**config.mk**
```make
export PLATFORM = sky130hd
export DESIGN_NAME = program_sequencer_flat
export DESIGN_NICKNAME = d
export VERILOG_FILES = /design/src/rtl/program_sequencer_if.sv /design/src/rtl/program_sequencer.sv /design/src/flat_wrapper.sv
export SDC_FILE = /design/constraint.sdc
export NUM_CORES = 1
export LEC_CHECK = 0
export BUFFER_PORTS_ARGS = -buffer_cell sky130_fd_sc_hd__buf_4
export CAP_MARGIN = 40
export CORE_UTILIZATION = 40
export DETAILED_ROUTE_END_ITERATION = 7
export PLACE_DENSITY = 0.66
export REMOVE_ABC_BUFFERS = 1
export SYNTH_ARGS = -nofsm -noshare
export SYNTH_HDL_FRONTEND = slang
export SYNTH_SLANG_ARGS = --single-unit
```
**constraint.sdc**
```tcl
create_clock -name clk -period 4.89 [get_ports clk]
set_input_delay 0.978 -clock clk [delete_from_list [all_inputs] [get_ports clk]]
set_output_delay 0.978 -clock clk [all_outputs]
set_load 0.005 [all_outputs]
```
**src/rtl/program_sequencer_if.sv**
```systemverilog
// Program-memory read bus between the sequencer (master) and program memory (slave).
// A single req/ack handshake carries the address out and the instruction byte back.
interface program_sequencer_if;
    logic       pm_req;
    logic [7:0] pm_addr;
    logic       pm_ack;
    logic [7:0] pm_data;

    modport master (
        output pm_req,
        output pm_addr,
        input  pm_ack,
        input  pm_data
    );

    modport slave (
        input  pm_req,
        input  pm_addr,
        output pm_ack,
        output pm_data
    );
endinterface

```
**src/rtl/program_sequencer.sv**
```systemverilog
// Fetch/load/execute controller that owns the program counter, fetches over the
// pm req/ack bus, strobes the datapath once per instruction and resolves jumps.
module program_sequencer #(
    parameter int TIMEOUT = 15
) (
    input  logic                clk,
    input  logic                reset_n,
    program_sequencer_if.master pm,
    input  logic                jmp,
    input  logic                jmp_nz,
    input  logic [3:0]          jump_nibble,
    input  logic                dont_jmp,
    input  logic                halt,
    output logic [7:0]          pc,
    output logic [7:0]          next_instr,
    output logic                instr_strobe,
    output logic                sync_reset,
    output logic                fetch_fault
);

    localparam logic [2:0] S_RESET_HOLD = 3'd0;
    localparam logic [2:0] S_FETCH      = 3'd1;
    localparam logic [2:0] S_LOAD       = 3'd2;
    localparam logic [2:0] S_EXEC       = 3'd3;
    localparam logic [2:0] S_HALTED     = 3'd4;
    localparam logic [2:0] S_FAULT      = 3'd5;

    localparam int TO_W = (TIMEOUT < 2) ? 1 : $clog2(TIMEOUT + 1);

    logic [2:0]      state_reg, state_next;
    logic [7:0]      pc_reg, pc_next;
    logic [7:0]      instr_reg, instr_next;
    logic            hold_reg, hold_next;
    logic [TO_W-1:0] to_cnt_reg, to_cnt_next;
    logic            fault_reg, fault_next;
    logic            timeout_hit;
    logic            jump_taken;
    logic [7:0]      jump_target;

    // The count reaches TIMEOUT on this edge when it currently holds TIMEOUT-1.
    generate
        if (TIMEOUT > 0) begin : g_timeout
            assign timeout_hit = (to_cnt_reg == TO_W'(TIMEOUT - 1));
        end else begin : g_no_timeout
            assign timeout_hit = 1'b0;
        end
    endgenerate

    assign jump_taken  = jmp | (jmp_nz & ~dont_jmp);
    assign jump_target = {jump_nibble, 4'h0};

    always_comb begin
        state_next  = state_reg;
        pc_next     = pc_reg;
        instr_next  = instr_reg;
        hold_next   = hold_reg;
        to_cnt_next = to_cnt_reg;
        fault_next  = fault_reg;

        case (state_reg)
            S_RESET_HOLD: begin
                // Second edge after release leaves the hold state.
                hold_next = 1'b1;
                if (hold_reg) begin
                    state_next = S_FETCH;
                end
            end

            S_FETCH: begin
                if (pm.pm_ack) begin
                    instr_next  = pm.pm_data;
                    to_cnt_next = '0;
                    state_next  = S_LOAD;
                end else begin
                    to_cnt_next = to_cnt_reg + TO_W'(1);
                    if (timeout_hit) begin
                        fault_next = 1'b1;
                        state_next = S_FAULT;
                    end
                end
            end

            S_LOAD: begin
                state_next = S_EXEC;
            end

            S_EXEC: begin
                pc_next    = jump_taken ? jump_target : pc_reg + 8'd1;
                state_next = halt ? S_HALTED : S_FETCH;
            end

            S_HALTED: begin
                if (!halt) begin
                    state_next = S_FETCH;
                end
            end

            S_FAULT: begin
                state_next = S_FAULT;
            end

            default: begin
                // Unreachable encodings re-run the decoder reset sequence.
                hold_next  = 1'b0;
                state_next = S_RESET_HOLD;
            end
        endcase
    end

    always_ff @(posedge clk or negedge reset_n) begin
        if (!reset_n) begin
            state_reg  <= S_RESET_HOLD;
            pc_reg     <= 8'h00;
            instr_reg  <= 8'h00;
            hold_reg   <= 1'b0;
            to_cnt_reg <= '0;
            fault_reg  <= 1'b0;
        end else begin
            state_reg  <= state_next;
            pc_reg     <= pc_next;
            instr_reg  <= instr_next;
            hold_reg   <= hold_next;
            to_cnt_reg <= to_cnt_next;
            fault_reg  <= fault_next;
        end
    end

    // Outputs decode straight from registered state so reset clears them at once.
    assign pm.pm_req    = (state_reg == S_FETCH);
    assign pm.pm_addr   = pc_reg;
    assign pc           = pc_reg;
    assign next_instr   = instr_reg;
    assign instr_strobe = (state_reg == S_EXEC);
    assign sync_reset   = (state_reg == S_RESET_HOLD);
    assign fetch_fault  = fault_reg;

endmodule

```
**src/flat_wrapper.sv**
```systemverilog
// flat-port wrapper written by rule: the top's interface ports become plain ports
module program_sequencer_flat 
#(
    parameter int TIMEOUT = 15
)
  (clk, reset_n, jmp, jmp_nz, jump_nibble, dont_jmp, halt, pc, next_instr, instr_strobe, sync_reset, fetch_fault, pm_pm_req, pm_pm_addr, pm_pm_ack, pm_pm_data);
  program_sequencer_if pm_i ();
  input  logic clk;
  input  logic reset_n;
  input  logic jmp;
  input  logic jmp_nz;
  input  logic [3:0] jump_nibble;
  input  logic dont_jmp;
  input  logic halt;
  output logic [7:0] pc;
  output logic [7:0] next_instr;
  output logic instr_strobe;
  output logic sync_reset;
  output logic fetch_fault;
  output wire logic [$bits(pm_i.pm_req)-1:0] pm_pm_req;
  output wire logic [$bits(pm_i.pm_addr)-1:0] pm_pm_addr;
  input wire logic [$bits(pm_i.pm_ack)-1:0] pm_pm_ack;
  input wire logic [$bits(pm_i.pm_data)-1:0] pm_pm_data;
  assign pm_pm_req = pm_i.pm_req;
  assign pm_pm_addr = pm_i.pm_addr;
  assign pm_i.pm_ack = pm_pm_ack;
  assign pm_i.pm_data = pm_pm_data;
  program_sequencer #(.TIMEOUT(TIMEOUT)) u_core (.clk(clk), .reset_n(reset_n), .pm(pm_i), .jmp(jmp), .jmp_nz(jmp_nz), .jump_nibble(jump_nibble), .dont_jmp(dont_jmp), .halt(halt), .pc(pc), .next_instr(next_instr), .instr_strobe(instr_strobe), .sync_reset(sync_reset), .fetch_fault(fetch_fault));
endmodule
```
==> run_results.csv <==
group,metric,value,unit
run_status,status,"completed",
power,ir_drop,0.257,mV
placement,place_hpwl,2130,um
setup_path,worst_setup_path_end_kind,"primary output",
die,initial_core_util,41.7,%
die,placementRows,21,
clock_network,h-tree-depth,1,
drt,ant_nets,0,
drt,drt_pre_antenna_iters,4,
sta,fin_crit_sh,54.1,%
setup_path,cp_cell_sequence,"or3b_1 > inv_6 > buf_4",
power,internal-power,0.603,mW
synthesis,synth_commonest_cells,"dfrtp_1, nand2_1, buf_4",
drt,drt_wl_total,2830,um
global_routing,grt_start_max_net_pins,26,
finish,nNetsFinal,193,
synthesis,ys_ff_latch,25,
global_routing,grt_pass1_vias,1005,
clock_network,clockBufferDepth,2,
power,swShare,36.3,%
job,drv_cap,0,
drt,drt-initial-drc-count,63,
synthesis,ys_seq_area_share,45.0,%
global_routing,antenna_found_initial,0,
finish,layout-drive-gt1-share,37.3,%
synthesis,yosys.area.top_type,"dfrtp_1",
sta,setup_slack,2.24,ns
drt,vias_per_cell,5.27,
placement,post-place-ws,2.61,ns
sta,rsz0062_at_grt,"no",
setup_path,path_buf_inv,2,
die,die_w,61.0,um
synthesis,synth.distinct_cells,43,
clock_network,cts_tree,"built",
synthesis,synthArstFlopShare,100,%
sta,fin_crit,2.65,ns
setup_path,critical_path_class,"reg2out",
clock_network,clk_pin_slew_worst_paths,0.14,ns
die,core,3340,um2
sta,max_slew.worst_pin.slew,0.362,ns
clock_network,clkSinkCount,25,
synthesis,yosysMostFrequentCell,"dfrtp_1",
setup_path,arrival,1.67,ns
sta,maxSlewViolCount,0,
sta,fin_skew,0.00388,ns
placement,gp_congestion,0.894,
clock_network,clock_latency,0.32,ns
clock_network,post_cts_buffers,0,
synthesis,synth_ff_type,"dfrtp_1",
clock_network,cts_buffers,3,
sta,max_freq,378,MHz
setup_path,cp.required,3.91,ns
synthesis,synthTopCellsByArea,"dfrtp_1, mux2_4, buf_4",
synthesis,syn-mean-instance-area,10.5,um2
synthesis,synth-edff-count,0,
setup_path,slowest_stage,"or3b_1",
die,die_area,3710,um2
global_routing,grt_overflow,0,
drt,wl_per_cell,13.2,um
sta,setup_viol,0,
global_routing,grt_use_total,16.1,%
synthesis,ys_warn_count,0,
die,io_pins,47,
power,power.leakage,0.820,nW
die,die_h,61.0,um
setup_path,crit_family,"simple AND/OR/NAND/NOR gates",
setup_path,crit_fanout,13,
setup_path,max_stage_delay,0.59,ns
finish,n_antenna_cell,0,
power,sequentialPowerShare,42.6,%
sta,tns,0,ns
global_routing,grt_pass1_wl,4460,um
finish,n_fill_cell,306,
synthesis,synth_area,1390,um2
placement,io_buffer_count,46,
power,comb_power_share,47.3,%
clock_network,clockRootBuffer,"clkbuf_4",
setup_path,start_kind,"flop",
sta,hold_viol_final,0,
synthesis,synth_top_area_share,45.0,%
power,p_sw,0.343,mW
synthesis,syn_inst,132,
clock_network,cts_hold_buf,0,
drt,vias,1132,
drt,drc,0,
power,clkPwrFrac,10.2,%
finish,syn_to_final_growth,23.4,%
clock_network,cts_resized,0,
power,p_per_area,551,nW/um2
sta,slew_headroom,75.8,%
min_path,hp-class,"reg2reg",
## layout by cell type (no fill, tap or decap), drive strengths merged, types with 5 or more instances in the layout
master  count
nor2        5
o21ai       9
nand2      12
dfrtp      25
nor3        5
buf        46
mux2       10
nand3       8
## per-layer routing
layer / track usage [%] / part of all wire (%) / vias up
li1: - / - / 548
met1: 21.4 / 45 / 531
met2: 26.4 / 47 / 49
met3: 2.56 / 6.1 / 4
met4: 6.17 / 1.2 / 0
met5: 0 / 0 / -
## kinds of logic (layout without fill, tap and decap cells)
kind of cell,count (synthesis),after routing,synth area share [%]
adder cells (fa/ha/maj),4,4,3.60
AO/OA/AOI/OAI,30,30,14.5
buffers and inverters,17,54,9.18
multiplexers,11,11,11.0
AND/OR/NAND/NOR,45,45,16.7
flip-flops,25,25,45.0
## final timing paths
check                                                   end  cells after the start  slack, ns                            start
setup / recovery                                  pm_pm_req                      3       2.24  u_core.state_reg[1]$_DFFE_PN0P_
hold / removal               u_core.fetch_fault$_DFFE_PN0P_                      1       0.48   u_core.fetch_fault$_DFFE_PN0P_
setup reg to reg           u_core.next_instr[4]$_DFFE_PN0P_                      4       3.00  u_core.state_reg[1]$_DFFE_PN0P_
hold reg to reg              u_core.fetch_fault$_DFFE_PN0P_                      1       0.48   u_core.fetch_fault$_DFFE_PN0P_
max in group asynchronous   u_core.state_reg[1]$_DFFE_PN0P_                      1       4.11                          reset_n
min in group asynchronous  u_core.next_instr[7]$_DFFE_PN0P_                      1       0.53                          reset_n
## power groups by stage
stage | registers, mW | clock network [mW] | logic (mW)
global placement | 0.397 | 0 | 0.449
global route | 0.419 | 0.113 | 0.505
detailed placement | 0.405 | 0 | 0.451
CTS | 0.401 | 0.103 | 0.452
floorplan | 0.392 | 0 | 0.243
finish | 0.403 | 0.0962 | 0.447
## area by class of cell
| cell class | count | area, um2 | area share (%) |
|---|---|---|---|
| multi-input combinational | 90 | 637 | 37.1 |
| clock buffer | 3 | 22.5 | 1.31 |
| timing repair buffer | 46 | 345 | 20.1 |
| tap | 46 | 57.6 | 3.36 |
| clock inverter | 1 | 7.51 | 0.438 |
| sequential | 25 | 626 | 36.5 |
| inverter | 4 | 20.0 | 1.17 |
## worst register-to-register path, stage by stage, from the launching register on
cell and delay [ns]:
dfrtp_1 0.53, or3b_1 0.59, inv_6 0.12, and2_4 0.24, mux2_4 0.32
## per-stage QoR
step	power [mW]	cell area [um2]	hold slack, ns	cells	util, %
2_1_floorplan	0.636	1280	0.451	119	-
3_3_place_gp	0.846	1690	0.448	211	50.5
3_5_place_dp	0.856	1690	0.454	211	50.5
4_1_cts	0.956	1720	0.490	215	51.4
5_1_grt	1.04	1720	0.515	215	51.4
6_report	0.946	1720	0.484	215	51.4
(Power assumes the default switching activity.)
